==> src/rtl/usrt_pkg.sv <==
// Shared state encoding, datapath width and parameter defaults for the USRT
// transfer controller and its rx holding register.
package usrt_pkg;

  localparam int unsigned USRT_DW             = 8;
  localparam int unsigned USRT_RD_TIMEOUT_DEF = 1024;
  localparam int unsigned USRT_URST_CYC_DEF   = 2;

  typedef enum logic [2:0] {
    ST_IDLE    = 3'd0,
    ST_WR_WAIT = 3'd1,
    ST_WR_DONE = 3'd2,
    ST_RD_WAIT = 3'd3,
    ST_RSTP    = 3'd4
  } usrt_state_e;

  // Counter width that stays at least one bit wide for a limit of 1.
  function automatic int unsigned cnt_width(input int unsigned limit);
    return (limit > 1) ? $clog2(limit) : 1;
  endfunction

endpackage

==> src/rtl/usrt_rx_buf.sv <==
// One-entry holding register for deserializer bytes, with a sticky overrun
// flag. A pop and a push in the same cycle hand over to the new byte cleanly.
module usrt_rx_buf
  import usrt_pkg::*;
(
  input  logic               clk_i,
  input  logic               rst_i,
  input  logic               clr_i,
  input  logic               push_i,
  input  logic [USRT_DW-1:0] push_data_i,
  input  logic               pop_i,
  output logic               full_o,
  output logic [USRT_DW-1:0] data_o,
  output logic               ovr_o
);

  logic               full_q, full_d;
  logic               ovr_q, ovr_d;
  logic [USRT_DW-1:0] data_q, data_d;

  always_comb begin
    full_d = full_q;
    ovr_d  = ovr_q;
    data_d = data_q;
    if (clr_i) begin
      full_d = 1'b0;
      ovr_d  = 1'b0;
      data_d = '0;
    end else if (pop_i) begin
      // The served byte takes its overrun status with it.
      ovr_d  = 1'b0;
      full_d = push_i;
      if (push_i) data_d = push_data_i;
    end else if (push_i) begin
      if (full_q) begin
        ovr_d = 1'b1;
      end else begin
        full_d = 1'b1;
        data_d = push_data_i;
      end
    end
  end

  always_ff @(posedge clk_i) begin
    if (rst_i) begin
      full_q <= 1'b0;
      ovr_q  <= 1'b0;
      data_q <= '0;
    end else begin
      full_q <= full_d;
      ovr_q  <= ovr_d;
      data_q <= data_d;
    end
  end

  assign full_o = full_q;
  assign data_o = data_q;
  assign ovr_o  = ovr_q;

endmodule

==> src/rtl/usrt_xfer_ctrl.sv <==
// Sequences APB-style byte transfers into the serializer and out of the rx
// holding register; owns the datapath reset pulse and baud enable.
module usrt_xfer_ctrl
  import usrt_pkg::*;
#(
  parameter int unsigned RD_TIMEOUT = USRT_RD_TIMEOUT_DEF,
  parameter int unsigned URST_CYC   = USRT_URST_CYC_DEF
) (
  input  logic               pClk,
  input  logic               pReset,
  input  logic               pSelect,
  input  logic               pEnable,
  input  logic               pWrite,
  input  logic [USRT_DW-1:0] pWData,
  output logic [USRT_DW-1:0] pRData,
  output logic               pReady,
  output logic               pSlvErr,
  output logic [USRT_DW-1:0] tx_data,
  output logic               tx_start,
  input  logic               tx_busy,
  input  logic [USRT_DW-1:0] rx_data,
  input  logic               rx_valid,
  output logic               baud_en,
  output logic               uRst
);

  localparam int unsigned CW = cnt_width(RD_TIMEOUT);
  localparam int unsigned UW = $clog2(URST_CYC + 1);
  localparam logic [CW-1:0] TO_MAX  = CW'(RD_TIMEOUT - 1);
  localparam logic [UW-1:0] URST_LD = UW'(URST_CYC);

  usrt_state_e        state_q, state_d;
  logic [USRT_DW-1:0] tx_data_q, tx_data_d;
  logic               dir_q, dir_d;
  logic [CW-1:0]      to_cnt_q, to_cnt_d;
  logic [UW-1:0]      urst_cnt_q;
  logic               enter_rstp;
  logic               abort;
  logic               rx_pop;
  logic               rx_full;
  logic               rx_ovr;
  logic [USRT_DW-1:0] rx_buf;

  // Bus handshake: an access starts on pSelect&pEnable in IDLE; the master
  // must then hold pSelect, pEnable and pWrite until pReady pulses for one
  // cycle, and pRData/pSlvErr are meaningful only in that pReady cycle.
  // Dropping or flipping any of them while waiting aborts the transfer.
  assign abort = !pSelect || !pEnable || (pWrite != dir_q);

  always_comb begin
    state_d    = state_q;
    tx_data_d  = tx_data_q;
    dir_d      = dir_q;
    to_cnt_d   = to_cnt_q;
    tx_start   = 1'b0;
    pReady     = 1'b0;
    pRData     = '0;
    pSlvErr    = 1'b0;
    rx_pop     = 1'b0;
    enter_rstp = 1'b0;
    unique case (state_q)
      ST_IDLE: begin
        if (pSelect && pEnable) begin
          dir_d = pWrite;
          if (pWrite) begin
            tx_data_d = pWData;
            state_d   = ST_WR_WAIT;
          end else begin
            to_cnt_d = '0;
            state_d  = ST_RD_WAIT;
          end
        end
      end
      ST_WR_WAIT: begin
        // Completion is checked before abort so it wins a same-cycle tie.
        if (!tx_busy) begin
          tx_start = 1'b1;
          state_d  = ST_WR_DONE;
        end else if (abort) begin
          enter_rstp = 1'b1;
          state_d    = ST_RSTP;
        end
      end
      ST_WR_DONE: begin
        pReady  = 1'b1;
        state_d = ST_IDLE;
      end
      ST_RD_WAIT: begin
        if (rx_full) begin
          pReady  = 1'b1;
          pRData  = rx_buf;
          pSlvErr = rx_ovr;
          rx_pop  = 1'b1;
          state_d = ST_IDLE;
        end else if (to_cnt_q == TO_MAX) begin
          pReady  = 1'b1;
          pSlvErr = 1'b1;
          state_d = ST_IDLE;
        end else if (abort) begin
          enter_rstp = 1'b1;
          state_d    = ST_RSTP;
        end else begin
          to_cnt_d = to_cnt_q + CW'(1);
        end
      end
      ST_RSTP: begin
        if (urst_cnt_q <= UW'(1)) state_d = ST_IDLE;
      end
      default: state_d = ST_IDLE;
    endcase
  end

  always_ff @(posedge pClk) begin
    if (pReset) begin
      state_q   <= ST_IDLE;
      tx_data_q <= '0;
      dir_q     <= 1'b0;
      to_cnt_q  <= '0;
    end else begin
      state_q   <= state_d;
      tx_data_q <= tx_data_d;
      dir_q     <= dir_d;
      to_cnt_q  <= to_cnt_d;
    end
  end

  // Datapath reset pulse, shared by bus reset release and protocol aborts.
  always_ff @(posedge pClk) begin
    if (pReset || enter_rstp) begin
      urst_cnt_q <= URST_LD;
    end else if (urst_cnt_q != '0) begin
      urst_cnt_q <= urst_cnt_q - UW'(1);
    end
  end

  assign uRst    = (urst_cnt_q != '0);
  assign baud_en = !uRst;
  assign tx_data = tx_data_q;

  usrt_rx_buf u_rx_buf (
    .clk_i       (pClk),
    .rst_i       (pReset),
    .clr_i       (state_q == ST_RSTP),
    .push_i      (rx_valid),
    .push_data_i (rx_data),
    .pop_i       (rx_pop),
    .full_o      (rx_full),
    .data_o      (rx_buf),
    .ovr_o       (rx_ovr)
  );

endmodule

==> config.mk <==
export PLATFORM = sky130hd
export DESIGN_NAME = usrt_xfer_ctrl
export DESIGN_NICKNAME = d
export VERILOG_FILES = /design/src/rtl/usrt_pkg.sv /design/src/rtl/usrt_rx_buf.sv /design/src/rtl/usrt_xfer_ctrl.sv
export SDC_FILE = /design/constraint.sdc
export NUM_CORES = 1
export LEC_CHECK = 0
export BUFFER_PORTS_ARGS = -buffer_cell sky130_fd_sc_hd__buf_2
export CORE_MARGIN = 1
export CORE_UTILIZATION = 50
export CTS_CLUSTER_DIAMETER = 100
export DETAILED_ROUTE_END_ITERATION = 10
export GPL_ROUTABILITY_DRIVEN = 0
export GPL_TIMING_DRIVEN = 0
export PLACE_DENSITY = 0.83
export SKIP_CTS_REPAIR_TIMING = 1
export SLEW_MARGIN = 5
export SYNTH_ARGS = -nofsm -noshare
export SYNTH_HDL_FRONTEND = slang
export SYNTH_SLANG_ARGS = --single-unit
==> constraint.sdc <==
create_clock -name pClk -period 3.1 [get_ports pClk]
set_input_delay 0 -clock pClk [delete_from_list [all_inputs] [get_ports pClk]]
set_output_delay 0 -clock pClk [all_outputs]
set_load 0.01 [all_outputs]
After elaboration in Yosys (flattened, before gate mapping)
Index checks and enable logic that the tools add are counted.

storage, ports and cells
  bits in registers = 34
  input port bits = 23
  output and inout bits = 21
  logic and storage cells = 79

operators by class
  add/sub/neg operators = 2
  order comparisons = 1
  equality and inequality tests = 13
  muxes and demuxes = 36
  reductions and logical operators = 19

operators with widths
  cell                                                                   count
  10-bit 2-to-1 mux                                                      5
  8-bit 2-to-1 mux                                                       6
  10-bit case mux with 2 select lines                                    1
  3-bit 2-to-1 mux                                                       6
  1-bit 2-to-1 mux                                                       14
  2-bit != test, second input constant                                   7
  3-bit case mux with 4 select lines                                     1
  10-bit by 1-bit adder with 10-bit output, second input constant        1
  10-bit equality test, second input constant                            1
  2-bit AND reduction                                                    4
  3-bit by 2-bit equality test with 1-bit output, second input constant  2
  6-bit AND reduction                                                    1
  2-bit nonzero test                                                     3
  1-bit case mux with 2 select lines                                     2
  3-bit by 1-bit equality test with 1-bit output, second input constant  1
  3-bit equality test, second input constant                             1
  1-bit zero test                                                        3
  3-bit zero test                                                        1
  1-bit logical OR                                                       3
  3-bit AND reduction                                                    1
  3-bit OR reduction                                                     1
  2-bit by 1-bit <= comparator with 1-bit output, second input constant  1
  2-bit 2-to-1 mux                                                       1
  2-bit OR reduction                                                     1
  3 further kinds                                                        3

Longest topological paths before layout
  word-level depth = 8
  mapped depth = 7
  gate-level depth less buffers = 6

Modules after synthesis
Synthesis repeated with hierarchy kept, for this count alone.

unflattened totals
  cell total of the unflattened synthesis = 194
  area, all modules = 1632.8 sq um

modules (own cells, without submodules)
  module          times used  cells an instance  area each (sq um)  seq. area each (sq um)
  usrt_xfer_ctrl  1           152                1232.4             480.5
  usrt_rx_buf     1           42                 400.4              200.2

Least setup slack after synthesis
OpenSTA, ideal clock, no wires.

  kind = reg-to-reg
  start point = reg to_cnt_q[0]
  end point = reg to_cnt_q[5]
  arrival time = 1658 ps
  path slack = 1372 ps
  cell stages (with the launch flop) = 8
  buffers on the path = 1
  cells stage by stage = dfxtp_1 > ha_1 > and3_1 > buf_6 > nand4_4 > a21oi_4 > or4_1 > a21oi_1

between the ends
  word-level cells in the longest chain between the ends = 5

ends and longest elaborated chain
  item                                      RTL line               text
  from (decl)                               usrt_xfer_ctrl.sv:35   logic [CW-1:0] to_cnt_q, to_cnt_d;
  from (signal assigned)                    usrt_xfer_ctrl.sv:123  to_cnt_q <= to_cnt_d;
  10-bit by 1-bit adder with 10-bit output  usrt_xfer_ctrl.sv:103  to_cnt_d = to_cnt_q + CW'(1);
  10-bit 2-to-1 mux                         usrt_xfer_ctrl.sv:99   end else if (abort) begin
  10-bit 2-to-1 mux                         usrt_xfer_ctrl.sv:95   end else if (to_cnt_q == TO_MAX) begin
  10-bit 2-to-1 mux                         usrt_xfer_ctrl.sv:89   if (rx_full) begin
  10-bit case mux with 2 select lines       usrt_xfer_ctrl.sv:61   unique case (state_q)

Parallel ways exist; a longest one is shown, timed or not. The select of a mux whose other input is x is not followed.
A chain may end at the register's enable or synchronous reset.

Worst setup path after layout
  start point = reg state_q[0]
  end point = out pRData[3]

between the ends
  word-level cells in the longest chain between the ends = 2

ends and longest elaborated chain
  item                                            RTL line               text
  from (decl)                                     usrt_xfer_ctrl.sv:32   usrt_state_e state_q, state_d;
  from (signal assigned)                          usrt_xfer_ctrl.sv:120  state_q <= state_d;
  3-bit by 2-bit equality test with 1-bit output  usrt_xfer_ctrl.sv:61
  8-bit 2-to-1 mux                                usrt_xfer_ctrl.sv:61
  to (decl)                                       usrt_xfer_ctrl.sv:15   output logic [USRT_DW-1:0] pRData,

Every way passes these cells.

==> results.py <==
metrics = {
    "timing": {
        "setup_violations": 0,
        "max_slew_margin": 0.674,
        "grt_setup_unrepaired": "false",
        "report.final.hold_viol_count": 0,
        "final_worst_path_cycle_share": 0.620,
        "finalCriticalPeriod_ps": 1920,
        "worst_pin_slew_ps": 490,
        "clock_skew_ps": 6.89,
        "timing.fmax_ghz": 0.520,
        "setup_tns_ps": 0,
        "slew_viol_final": 0,
    },
    "layout": {
        "mostFrequentLayoutCells": "sky130_fd_sc_hd__buf_2 (45), sky130_fd_sc_hd__dfxtp_1 (34), sky130_fd_sc_hd__nor2_1 (26)",
        "layout_commonest_cell": "sky130_fd_sc_hd__buf_2",
        "num-fill-cells": 239,
        "final_layout_size_suffix_gt1_frac": 0.276,
        "final-instance-count-excl-fill": 301,
        "antenna-diode-count": 0,
        "fin_util": 0.708,
        "final_net_count": 282,
        "layout.area.seq_um2": 681,
        "multi_input_area_um2": 955,
        "flow.area_growth_from_synthesis_pct": 29.3,
    },
    "cts": {
        "cts_buffers": 5,
        "clock_pin_slew_on_the_worst_setup_and_hold_paths_ps": 110,
        "cts-htree-levels": 2,
        "cts_sinks": 34,
        "clock_tree.buffer_depth": 2,
        "root_buffer_master": "sky130_fd_sc_hd__clkbuf_4",
        "tritoncts_clock_tree": "yes",
        "worstSkewPairLatency_ps": 340,
    },
    "placed_design": {
        "dpl.cell_count": 275,
        "placement.io_buffers": 42,
        "dp_hpwl_mm": 2.41,
    },
    "status": {
        "run_status": "finished, final reports clean",
    },
    "synthesis": {
        "synth-edff-count": 0,
        "async_reset_ff_frac": 0,
        "post_synth_main_area_contributors": "sky130_fd_sc_hd__dfxtp_1 (39%), sky130_fd_sc_hd__mux2i_1 (9.9%), sky130_fd_sc_hd__nor2_1 (5.7%)",
        "synth_top_cell_by_area": "sky130_fd_sc_hd__dfxtp_1",
        "netlist_instances": 189,
        "synth-warning-count": 0,
        "synth.cell_area_um2": 1730,
        "synth_area_per_cell_um2": 9.14,
        "post_synth_num_cell_types": 51,
        "yosys_most_used_dff": "sky130_fd_sc_hd__dfxtp_1",
        "ys_seq_area_frac": 0.394,
        "mappedNetlistNets": 215,
        "yosys_register_bits": 34,
        "synth_top_cell_area_share": 0.394,
    },
    "power_and_ir_drop": {
        "power.leakage_nw": 1.04,
        "vdd.ir_drop.worst_mv": 0.402,
        "power_mw": 0.945,
        "power_density_nw_per_um2": 423,
    },
    "global_routing": {
        "grt_max_degree": 11,
        "total_grt_overflow": 0,
        "grt_first_pass_wirelength_mm": 5.60,
        "grt_pass1_vias": 1289,
        "initial_antenna_violation_count": 0,
        "grt_usage": 0.206,
    },
    "floorplan": {
        "number_of_top_level_pins": 44,
        "core-area_um2": 3150,
        "initial_utilization": 0.548,
        "die_span_in_y_um": 60.8,
        "design.die.area_um2": 3690,
        "die_w_um": 60.8,
        "floorplan.rows": 20,
    },
    "min_path": {
        "worst_hold_depth": 4,
        "hold_path_class": "in2reg",
        "min-delay-start": "tx_busy",
        "min_delay_worst_endpoint": "state_q[1]",
    },
    "critical_path": {
        "cp.required_ps": 3100,
        "r2r_cells": 7,
        "worstSetupEndpointType": "output pin",
        "worst_setup_path_start_kind": "flip-flop",
        "timing.setup.critical_path_class": "reg2out",
        "timing.reg2reg.setup_slack_ps": 1250,
        "r2r_start": "to_cnt_q[0]",
        "r2r-end": "to_cnt_q[5]",
        "arrival_ps": 1920,
        "crit_path_max_fanout": 10,
    },
    "drt": {
        "detailroute.via_count": 1600,
        "drt_first_pass_iters": 4,
        "post-route-drc-count": 0,
        "final_antenna_net_count": 0,
        "detail_route.iter0.violations": 57,
        "drt-wirelength-per-cell_um": 13.7,
        "via_per_inst": 5.32,
        "route.final.wire_length_mm": 4.14,
    },
    "job": {
        "max_cap_viol_count": 0,
    },
}
[metrics by stage]
stage	hold WS [ps]	worst slack, ps	area (um^2)
global route	10.7	1030	2230
global placement	228	1290	1990
finish	0.233	1180	2230
detailed placement	242	1280	1990
floorplan	50.4	1370	1730
CTS	-123	1190	2050
[sequential cells by signal, summed over array words and instances, names as in the netlist]
signal / flops
to_cnt_q: 10
tx_data: 8
u_rx_buf.ovr_o: 1
dir_q: 1
u_rx_buf.data_o: 8
state_q: 3
urst_cnt_q: 2
u_rx_buf.full_o: 1
[how the worst max path moves through the flow]
stage	from	end	depth (start not counted)	slack, ps
6_report	state_q[0]	pRData[3]	5	1180
2_1_floorplan	to_cnt_q[0]	to_cnt_q[5]	7	1370
4_1_cts	state_q[0]	pRData[3]	5	1190
3_5_place_dp	to_cnt_q[0]	to_cnt_q[5]	7	1280
5_1_grt	state_q[0]	pRData[3]	5	1030
3_3_place_gp	to_cnt_q[0]	to_cnt_q[5]	7	1290
[report_power, final]
| group | switching (mW) | internal (mW) | leakage (nW) |
|---|---|---|---|
| Combinational | 0.104 | 0.0976 | 0.728 |
| Sequential | 0.0175 | 0.466 | 0.277 |
| Clock | 0.150 | 0.110 | 0.0353 |
[cells in the mapped netlist (2+ instances only)]
| master | instances |
|---|---|
| sky130_fd_sc_hd__a21oi_1 | 14 |
| sky130_fd_sc_hd__and2_1 | 10 |
| sky130_fd_sc_hd__and3_1 | 2 |
| sky130_fd_sc_hd__buf_2 | 3 |
| sky130_fd_sc_hd__buf_4 | 2 |
| sky130_fd_sc_hd__buf_6 | 2 |
| sky130_fd_sc_hd__clkbuf_1 | 3 |
| sky130_fd_sc_hd__dfxtp_1 | 34 |
| sky130_fd_sc_hd__ha_1 | 3 |
| sky130_fd_sc_hd__inv_1 | 6 |
| sky130_fd_sc_hd__mux2i_1 | 17 |
| sky130_fd_sc_hd__nand2_1 | 6 |
| sky130_fd_sc_hd__nand3_1 | 3 |
| sky130_fd_sc_hd__nand4_1 | 6 |
| sky130_fd_sc_hd__nand4b_1 | 2 |
| sky130_fd_sc_hd__nor2_1 | 26 |
| sky130_fd_sc_hd__nor3_1 | 4 |
| sky130_fd_sc_hd__nor4_1 | 2 |
| sky130_fd_sc_hd__o21ai_0 | 5 |
| sky130_fd_sc_hd__o31ai_1 | 3 |
| sky130_fd_sc_hd__or2_2 | 2 |
| sky130_fd_sc_hd__or3_1 | 3 |
| sky130_fd_sc_hd__xor2_1 | 3 |
[critical path, cell delays in order (launching register included)]
cell	delay [ps]
sky130_fd_sc_hd__dfxtp_1	360
sky130_fd_sc_hd__buf_2	230
sky130_fd_sc_hd__nand3b_2	210
sky130_fd_sc_hd__nor2_1	420
sky130_fd_sc_hd__and2_1	220
sky130_fd_sc_hd__buf_2	140
[layer usage]
metal / part of all wire / track usage
met5: 0 / 0
met4: 0.012 / 0.0682
met3: 0.053 / 0.0832
met2: 0.48 / 0.333
met1: 0.46 / 0.250
[final cells by class]
class | count | area share
Timing Repair Buffer | 60 | 0.175
Buffer | 11 | 0.0308
Clock inverter | 1 | 0.00224
Clock buffer | 7 | 0.0247
Tap cell | 44 | 0.0247
Multi-Input combinational cell | 138 | 0.428
Sequential cell | 34 | 0.305
Inverter | 6 | 0.0101
[kinds of logic (layout without fill, tap and decap cells)]
| kind of cell | count (synthesis) | after routing | share of synthesized area |
|---|---|---|---|
| AND/OR/NAND/NOR | 81 | 81 | 0.279 |
| flip-flops | 34 | 34 | 0.394 |
| XOR/XNOR | 4 | 4 | 0.0203 |
| buffers and inverters | 17 | 85 | 0.0529 |
| multiplexers | 17 | 17 | 0.0985 |
| adder cells (fa/ha/maj) | 3 | 3 | 0.0217 |
| AO/OA/AOI/OAI | 33 | 33 | 0.133 |
(Power assumes the default switching activity.)
